===== src/rtl/fifo_pkg.sv =====
// Shared async-FIFO definitions: default sizes and Gray/binary pointer
// conversion helpers used by both the read-side and write-side controllers.
package fifo_pkg;

    localparam int WORDSIZE_DEF = 8;
    localparam int ADDRSIZE_DEF = 8;

    // Helpers work on a wide pointer; narrower pointers are zero-extended
    // in and truncated out, which leaves their low bits exact.
    localparam int PTR_MAX = 32;
    typedef logic [PTR_MAX-1:0] ptr_t;

    function automatic ptr_t bin2gray(input ptr_t b);
        return b ^ (b >> 1);
    endfunction

    function automatic ptr_t gray2bin(input ptr_t g);
        ptr_t b;
        b = g;
        for (int i = 1; i < PTR_MAX; i++) begin
            b = b ^ (g >> i);
        end
        return b;
    endfunction

endpackage


===== src/rtl/sync_w2r.sv =====
// Two-flop synchroniser for a Gray pointer crossing into this clock domain.
// Ports: clk, rst_n (async active-low), d (foreign pointer), q (synced).
module sync_w2r #(
    parameter int WIDTH = 9
) (
    input  logic             clk,
    input  logic             rst_n,
    input  logic [WIDTH-1:0] d,
    output logic [WIDTH-1:0] q
);

    logic [WIDTH-1:0] meta;

    always_ff @(posedge clk or negedge rst_n) begin
        if (!rst_n) begin
            meta <= '0;
            q    <= '0;
        end else begin
            meta <= d;
            q    <= meta;
        end
    end

endmodule


===== src/rtl/fifo_rd_ctrl.sv =====
// Async FIFO read-side controller: syncs wptr, keeps rbin/rptr, flags empty,
// reports a conservative fill level and drives a registered valid/ready stage.
// Ports: rclk, rrst_n, wptr (Gray, foreign), raddr/mem_rdata (memory read),
// rptr (Gray, to write side), rempty, rlevel, rd_valid/rd_data/rd_ready.
module fifo_rd_ctrl
    import fifo_pkg::*;
#(
    parameter int WORDSIZE = WORDSIZE_DEF,
    parameter int ADDRSIZE = ADDRSIZE_DEF
) (
    input  logic                rclk,
    input  logic                rrst_n,
    input  logic [ADDRSIZE:0]   wptr,
    output logic [ADDRSIZE-1:0] raddr,
    input  logic [WORDSIZE-1:0] mem_rdata,
    output logic [ADDRSIZE:0]   rptr,
    output logic                rempty,
    output logic [ADDRSIZE:0]   rlevel,
    output logic                rd_valid,
    output logic [WORDSIZE-1:0] rd_data,
    input  logic                rd_ready
);

    localparam int PW = ADDRSIZE + 1;

    logic [PW-1:0] rbin;
    logic [PW-1:0] rbinnext;
    logic [PW-1:0] rgraynext;
    logic [PW-1:0] rq2_wptr;
    logic [PW-1:0] rlevel_next;
    logic          pop;
    logic          rempty_next;

    sync_w2r #(
        .WIDTH (PW)
    ) u_sync (
        .clk   (rclk),
        .rst_n (rrst_n),
        .d     (wptr),
        .q     (rq2_wptr)
    );

    // Pop whenever memory has a word and the output stage is free or
    // being drained this cycle (gives one word per cycle when streaming).
    always_comb begin
        pop         = !rempty && (!rd_valid || rd_ready);
        rbinnext    = rbin + PW'(pop);
        rgraynext   = PW'(bin2gray(ptr_t'(rbinnext)));
        // Full-width compare: MSB separates laps, so full never reads empty.
        rempty_next = (rgraynext == rq2_wptr);
        rlevel_next = PW'(gray2bin(ptr_t'(rq2_wptr))) - rbinnext;
    end

    assign raddr = rbin[ADDRSIZE-1:0];

    always_ff @(posedge rclk or negedge rrst_n) begin
        if (!rrst_n) begin
            rbin     <= '0;
            rptr     <= '0;
            rempty   <= 1'b1;
            rlevel   <= '0;
            rd_valid <= 1'b0;
            rd_data  <= '0;
        end else begin
            rbin   <= rbinnext;
            rptr   <= rgraynext;
            rempty <= rempty_next;
            rlevel <= rlevel_next;
            if (pop) begin
                rd_data  <= mem_rdata;
                rd_valid <= 1'b1;
            end else if (rd_ready) begin
                rd_valid <= 1'b0;
            end
        end
    end

endmodule

===== config.mk =====
export PLATFORM = sky130hd
export DESIGN_NAME = fifo_rd_ctrl
export DESIGN_NICKNAME = d
export VERILOG_FILES = /design/src/rtl/fifo_pkg.sv /design/src/rtl/sync_w2r.sv /design/src/rtl/fifo_rd_ctrl.sv
export SDC_FILE = /design/constraint.sdc
export NUM_CORES = 1
export LEC_CHECK = 0
export CORE_MARGIN = 2
export CORE_UTILIZATION = 45
export CTS_CLUSTER_DIAMETER = 100
export CTS_CLUSTER_SIZE = 24
export DETAILED_ROUTE_END_ITERATION = 10
export PLACE_DENSITY = 0.74
export SYNTH_ARGS = -nofsm -noshare
export SYNTH_HDL_FRONTEND = slang
export SYNTH_HIERARCHICAL = 1
export SYNTH_SLANG_ARGS = --single-unit

===== constraint.sdc =====
create_clock -name rclk -period 6.8 [get_ports rclk]
set_input_delay 1.36 -clock rclk [delete_from_list [all_inputs] [get_ports rclk]]
set_output_delay 1.36 -clock rclk [all_outputs]
set_load 0.005 [all_outputs]

# Word level (Yosys, flattened, before mapping)

Cells that the tools add are included.

$lt $le $gt $ge: 0
Reduce and logical (&&, ||, !) cells: 5
Shifts and indexed selects: 0
Bitwise gates (word level): 9
Equality and inequality tests: 1
Multipliers: 0
Multiplexer cells: 2
Divide/modulo/power cells: 0
$add $sub $neg: 2

Operator list:

| cell                 | number |
|---|---|
| XOR 9 x 8 -> 9 bit   | 2 |
| adder 9 x 1 -> 9 bit | 1 |
| equality test 9 bit  | 1 |
| subtractor 9 bit     | 1 |
| XOR 9 x 1 -> 9 bit   | 1 |
| XOR 9 x 2 -> 9 bit   | 1 |
| XOR 9 x 3 -> 9 bit   | 1 |
| XOR 9 x 4 -> 9 bit   | 1 |
| XOR 9 x 5 -> 9 bit   | 1 |
| XOR 9 x 6 -> 9 bit   | 1 |
| XOR 9 x 7 -> 9 bit   | 1 |
| logical NOT 1 bit    | 2 |
| two-way mux 1 bit    | 2 |
| nonzero test 2 bit   | 1 |
| logical AND 1 bit    | 1 |
| logical OR 1 bit     | 1 |

ROM bits: 0
Memories kept: 0
Bits in latches: 0
Memory bits (writable): 0
Bits in registers: 55
Logic and storage cells: 27
Input port bits: 20

# Logic depth before layout (Yosys ltp)

Gate-level depths: netlist of the first run.

Depth after elaboration: 9
Depth in mapped cells: 14

# Hierarchy

The synthesis of the first run kept the hierarchy.

Modules (own cells, without submodules):

| module       | times used | area each (µm²) | cells an instance |
|---|---|---|---|
| fifo_rd_ctrl | 1          | 1,879.3         | 159 |
| sync_w2r     | 1          | 450.4           | 18 |

# Worst setup path after synthesis of the first run

OpenSTA, ideal clock, no wires.

Path kind: input-to-reg
Start point: in rd_ready
End point: reg rlevel[6]
Path buffers: 0
Arrival: 4,036 ps
Setup slack: 2,684 ps
Stages on the path: 13
Cell sequence: inv_1 > a21oi_1 > ha_1 > ha_1 > xor2_1 > inv_1 > ha_1 > nor2b_1 > o21ai_0 > a21boi_0 > o21ai_0 > nor2b_1 > xnor2_1

Cells in the longest elaborated chain, start to end: 4

RTL lines:

| element                  | RTL line           | text |
|---|---|---|
| from (decl)              | fifo_rd_ctrl.sv:21 | `input logic rd_ready` |
| logical OR 1 bit         | fifo_rd_ctrl.sv:46 | `pop = !rempty && (!rd_valid \|\| rd_ready);` |
| logical AND 1 bit        | fifo_rd_ctrl.sv:46 |  |
| named net pop            | fifo_rd_ctrl.sv:31 | `logic pop;` |
| adder 9 x 1 -> 9 bit     | fifo_rd_ctrl.sv:47 | `rbinnext = rbin + PW'(pop);` |
| named net rbinnext[2]    | fifo_rd_ctrl.sv:27 | `logic [PW-1:0] rbinnext;` |
| subtractor 9 bit         | fifo_rd_ctrl.sv:51 | `rlevel_next = PW'(gray2bin(ptr_t'(rq2_wptr))) - rbinnext;` |
| named net rlevel_next[6] | fifo_rd_ctrl.sv:30 | `logic [PW-1:0] rlevel_next;` |
| to (signal assigned)     | fifo_rd_ctrl.sv:68 | `rlevel <= rlevel_next;` |
| to (decl)                | fifo_rd_ctrl.sv:18 | `output logic [ADDRSIZE:0] rlevel,` |

The timed path passes the listed nets, and every way through them passes these cells.
A chain may end at the register's enable or synchronous reset.

# Worst setup path after layout of the first run

Start point: in rd_ready
End point: reg rlevel[8]

Same word-level chain as after synthesis.

==> results.toml, run 1 <==
[run_status]
status = "completed"

[die]
io_pins = 56
die_x_microns = 76.0
rows = 26
die_h_microns = 76.0
initial_core_util = 0.462
core_sq_um = 5040
dieArea_sq_um = 5770

[critical_path]
reg2regPathDepth = 14
crit_path_max_fanout = 9
cp.required_ns = 6.99
end_kind = "flip-flop"
crit_type = "input pin to flip-flop"
timing.rr.start = "u_sync/q[8]"
r2r_setup_slack_ns = 3.02
arrival_ns = 4.99
timing.rr.end = "rlevel[8]"
cp-start-kind = "input pin"

[detailed_routing]
ant_nets = 0
drc = 0
drt_pass1_iterations = 4
drtIter0Drc = 47
wl_per_cell_microns = 12.5
vias = 1410
wl_microns = 3880
vias_per_cell = 4.53

[grt]
grt_usage = 0.146
grt_pass1_wl_microns = 6650
antenna_found_initial = 0
grt_pass1_vias = 1431
gr-total-overflow = 0
grt_max_degree = 55

[finish]
drive_gt1_frac = 0.0954
finalNonFillerCells = 311
nets = 271
antennaDiodeCount = 0
final_common_cell = "clkdlybuf4s50_1"
syn_to_final_growth_pct = 32.2
mostFrequentLayoutCells = "clkdlybuf4s50_1 (54), dfrtp_1 (53), xnor2_1 (17)"

[power]
cellLeakagePower_nw = 1.39
ir_worst_vdd_mv = 0.251
power.density_nw_per_um2 = 406

[clock_tree]
post_cts_buffers = 0
tritoncts = "built"
ctsResizeCount = 0
clock_path_buffers = 2
clk_pin_slew_ns = 0.09
root_buffer = "clkbuf_8"
ctsHtreeMaxLevel = 2
clk_latency_ns = 0.30
cts_sinks = 54
numCtsBuffers = 5
ctsHoldBuffers = 0

[yosys]
ys_types = 31
synthCells = 177
synth_top_flop_cell = "dfrtp_1"
syn_area_sq_um = 2330
ys_async_sr_fraction = 1.00
synth_edf_count = 0
yosysWarnings = 6
ys_ff_latch = 54
avgSynthCellArea_sq_um = 13.2
synth-seq-area-share = 0.581
synth_nets = 208

[worst_hold_path]
holdPathEnd = "u_sync/q[5]"
holdPathStages = 0
hold_path_class = "flip-flop to flip-flop"
hp-start = "u_sync/meta[5]"

[timing]
slew_headroom = 0.457
period_needed_ns = 4.81
timing.fmax_ghz = 0.208
fin_setup_tns_ns = 0
setup_violations = 0
post-route-period-util = 0.707
finClkSkew_ns = 0.00703
drv_slew = 0
timing_hold_violations_final = 0
tightest_slew_ns = 0.814
rsz0062_at_grt = "no"

[place]
hpwl_microns = 2790
gp_congestion = 0.787
dp_cells = 303
io_buffers = 55

[flow_run]
maxCapViolCount = 0
## stage by stage
stage | cell area [sq um] | utilization | hold WS, ns | worst slack (ns) | power, mW
floorplan | 2330 | - | 0.331 | 2.68 | 0.814
global placement | 2970 | 0.589 | 0.332 | 1.82 | 1.04
detailed placement | 2970 | 0.589 | 0.335 | 1.67 | 1.05
CTS | 3080 | 0.611 | 0.351 | 1.98 | 1.27
global route | 3080 | 0.611 | 0.362 | 1.62 | 1.35
finish | 3080 | 0.611 | 0.347 | 1.99 | 1.25
## cells by family (layout without fill, tap and decap cells)
logic type               count (synthesis)  count (layout)  synth area share
AO/OA/AOI/OAI                           16              16            0.0403
XOR/XNOR                                37              37             0.177
buffers and inverters                   16              80            0.0258
adder cells (fa/ha/maj)                 11              11            0.0623
flip-flops                              54              54             0.581
AND/OR/NAND/NOR                         34              34            0.0714
multiplexers                             9               9            0.0430
## Yosys cell counts, drive strengths merged, types with 4 or more instances
| library cell | count | area share |
|---|---|---|
| a21oi | 5 | 0.011 |
| dfrtp | 53 | 0.57 |
| ha | 10 | 0.054 |
| inv | 16 | 0.026 |
| mux2 | 8 | 0.039 |
| nand2 | 5 | 0.0081 |
| nand3 | 5 | 0.011 |
| nor2 | 11 | 0.018 |
| nor2b | 4 | 0.011 |
| o21ai | 6 | 0.013 |
| xnor2 | 18 | 0.071 |
| xnor3 | 4 | 0.039 |
| xor2 | 14 | 0.056 |
## worst max-delay path: stages
cell	delay (ns)
clkdlybuf4s50_1	0.47
inv_1	0.04
a21oi_1	0.62
ha_1	0.36
ha_1	0.30
xor2_1	0.31
inv_1	0.14
ha_1	0.34
nor2b_1	0.14
o21ai_0	0.23
a21boi_0	0.16
o21ai_0	0.24
a21oi_1	0.13
xor2_1	0.15
## flip-flops by register name (all words and copies together), names as in the netlist
| signal | flops |
|---|---|
| rempty | 1 |
| rd_data | 8 |
| rbin | 9 |
| u_sync/q | 9 |
| rd_valid | 1 |
| u_sync/meta | 9 |
| rlevel | 9 |
| rptr | 8 |
## per-layer routing
| layer | vias up | track usage | share of wire |
|---|---|---|---|
| met5 | - | 0 | 0 |
| met4 | 0 | 0.0491 | 0.014 |
| met3 | 5 | 0.0571 | 0.074 |
| met2 | 42 | 0.232 | 0.48 |
| met1 | 660 | 0.185 | 0.43 |
| li1 | 703 | - | - |
## how the worst max path moves through the flow
stage	start	endpoint
CTS	rd_ready	rlevel[6]
global placement	rd_ready	rlevel[8]
global route	rd_ready	rlevel[6]
detailed placement	rd_ready	rlevel[8]
finish	rd_ready	rlevel[8]
floorplan	rd_ready	rlevel[6]
## area by class of cell
type / count / area (sq um)
Inverter: 16 / 60.1
Tap cell: 70 / 87.6
Clock buffer: 6 / 72.6
Clock inverter: 2 / 37.5
Fill cell: 418 / 1960
Multi-Input combinational cell: 107 / 917
Timing Repair Buffer: 56 / 553
Sequential cell: 54 / 1350
## report_power, final
group / leakage, nW / total [mW] / internal [mW] / switching [mW]
Combinational: 0.695 / 0.588 / 0.323 / 0.265
Sequential: 0.639 / 0.453 / 0.406 / 0.0473
Clock: 0.0514 / 0.210 / 0.110 / 0.100
(Power assumes the default switching activity.)
==> run 2: changes to the inputs <==
CORE_UTILIZATION = 44   (was 45)
PLACE_DENSITY = 0.75   (was 0.74)
clock period = 4.3 ns   (was 6.8 ns; I/O delays follow)
==> run 2 against run 1 <==
  * Final cell count grew 0.96%
  * First-iteration DRC count decreased by 15%
  * Critical endpoint is now rlevel[6]
  * Wire length grew 6.1%
  * Clock skew up 0.0015 ns
  * Largest power group unchanged
==> results.toml, run 2 (synthesis results as in run 1) <==
[critical_path]
arrival_ns = 4.05
crit_chain = "clkdlybuf4s50_1, inv_1, a21oi_1, ha_1, ha_1, xor2_1, inv_1, ha_1, nor2b_1, o21ai_0, a21boi_0, o21ai_0, nor2b_1, xnor2_1"
crit_type = "input pin to flip-flop"
crit_buf_inv = 3
end_kind = "flip-flop"
cp.required_ns = 4.52
critPathSlowestCell = "clkdlybuf4s50_1"
cpPeakStageDelay_ns = 0.48
cp-start-kind = "input pin"
crit_path_max_fanout = 6
crit_family = "adder cells"
crit_top_cell = "ha_1"

[timing]
fin_setup_tns_ns = 0
finClkSkew_ns = 0.00851
layout_setup_ws_ns = 0.474
period_needed_ns = 3.83
rsz0062_at_grt = "no"
tightest_slew_ns = 0.586
timing_hold_violations_final = 0
slew_headroom = 0.606
timing.fmax_ghz = 0.261
post-route-period-util = 0.890
drv_slew = 0
setup_violations = 0

[detailed_routing]
ant_nets = 0
drc = 0
drt_pass1_iterations = 4
drtIter0Drc = 40
vias_per_cell = 4.67
vias = 1467
wl_microns = 4120
wl_per_cell_microns = 13.1

[grt]
gr-total-overflow = 0
antenna_found_initial = 0
grt_pass1_wl_microns = 6890
grt_usage = 0.148
grt_max_degree = 32
grt_pass1_vias = 1490

[worst_hold_path]
hold_path_class = "flip-flop to flip-flop"

[die]
die_h_microns = 76.8
rows = 26
io_pins = 56
initial_core_util = 0.456
core_sq_um = 5110
die_x_microns = 76.8
dieArea_sq_um = 5890

[finish]
drive_gt1_frac = 0.107
antennaDiodeCount = 0
nets = 274
mostFrequentLayoutCells = "clkdlybuf4s50_1 (54), dfrtp_1 (53), xnor2_1 (17)"
final_cell_area_sq_um = 3110
fin_util = 0.609
syn_to_final_growth_pct = 33.5
final_common_cell = "clkdlybuf4s50_1"

[clock_tree]
tritoncts = "built"
clock_path_buffers = 2
root_buffer = "clkbuf_8"
ctsHtreeMaxLevel = 2
numCtsBuffers = 5
cts_sinks = 54
ctsHoldBuffers = 0
clk_pin_slew_ns = 0.09
post_cts_buffers = 0
ctsResizeCount = 0
clk_latency_ns = 0.30

[flow_run]
maxCapViolCount = 0

[place]
io_buffers = 55
pre_cts_ws_ns = 0.290
gp_congestion = 0.759
hpwl_microns = 3110
place_area_sq_um = 2990

[power]
power.density_nw_per_um2 = 646
cellLeakagePower_nw = 1.41
p_total_mw = 2.01
ir_worst_vdd_mv = 0.305

[run_status]
status = "completed"
[run 2: cell types whose count changed in the layout (fill, tap and decap cells not counted)]
cell / delta
buf_4: +3
clkbuf_8: +1
clkinvlp_4: -1
[run 2: area by class of cell]
class	count	area (sq um)
clock buffers	7	86.3
multi-input cells	107	917
fillers	437	2000
flip-flops and latches	54	1350
repair buffers	59	576
clock inverters	1	30.0
well taps	70	87.6
inverters	16	60.1
[run 2: worst paths after layout]
check | from | to | slack (ns) | cells past startpoint
max in group asynchronous | rrst_n | rempty | 2.96 | 2
worst min-delay path | u_sync/meta[6] | u_sync/q[6] | 0.35 | 0
worst max register to register | u_sync/q[8] | rlevel[8] | 0.48 | 14
worst max-delay path | rd_ready | rlevel[6] | 0.47 | 14
min in group asynchronous | rrst_n | u_sync/meta[1] | 0.52 | 1
worst min register to register | u_sync/meta[6] | u_sync/q[6] | 0.35 | 0
[run 2: per-layer routing]
layer | vias up | routed length, microns | part of all wire | GRT usage
met5 | - | 0 | 0 | 0
li1 | 713 | - | - | -
met1 | 711 | 1720 | 0.42 | 0.180
met3 | 5 | 209 | 0.051 | 0.0435
met4 | 0 | 44 | 0.011 | 0.0491
met2 | 38 | 2150 | 0.52 | 0.254
[run 2: power breakdown]
part,total (mW),switching [mW],internal [mW]
Sequential,0.721,0.0791,0.642
Combinational,0.948,0.419,0.529
Clock,0.340,0.150,0.190
[run 2: stage by stage]
stage	cells	hold slack, ns
floorplan	177	0.331
finish	314	0.352
global route	314	0.364
global placement	306	0.332
detailed placement	306	0.339
CTS	314	0.354
==> run 3: changes to the inputs <==
CAP_MARGIN = 20   (was not set)
CTS_CLUSTER_SIZE = not set   (was 24)
==> results of run 3 <==
No change in the layout: final DEF, timing and power equal those of run 2.
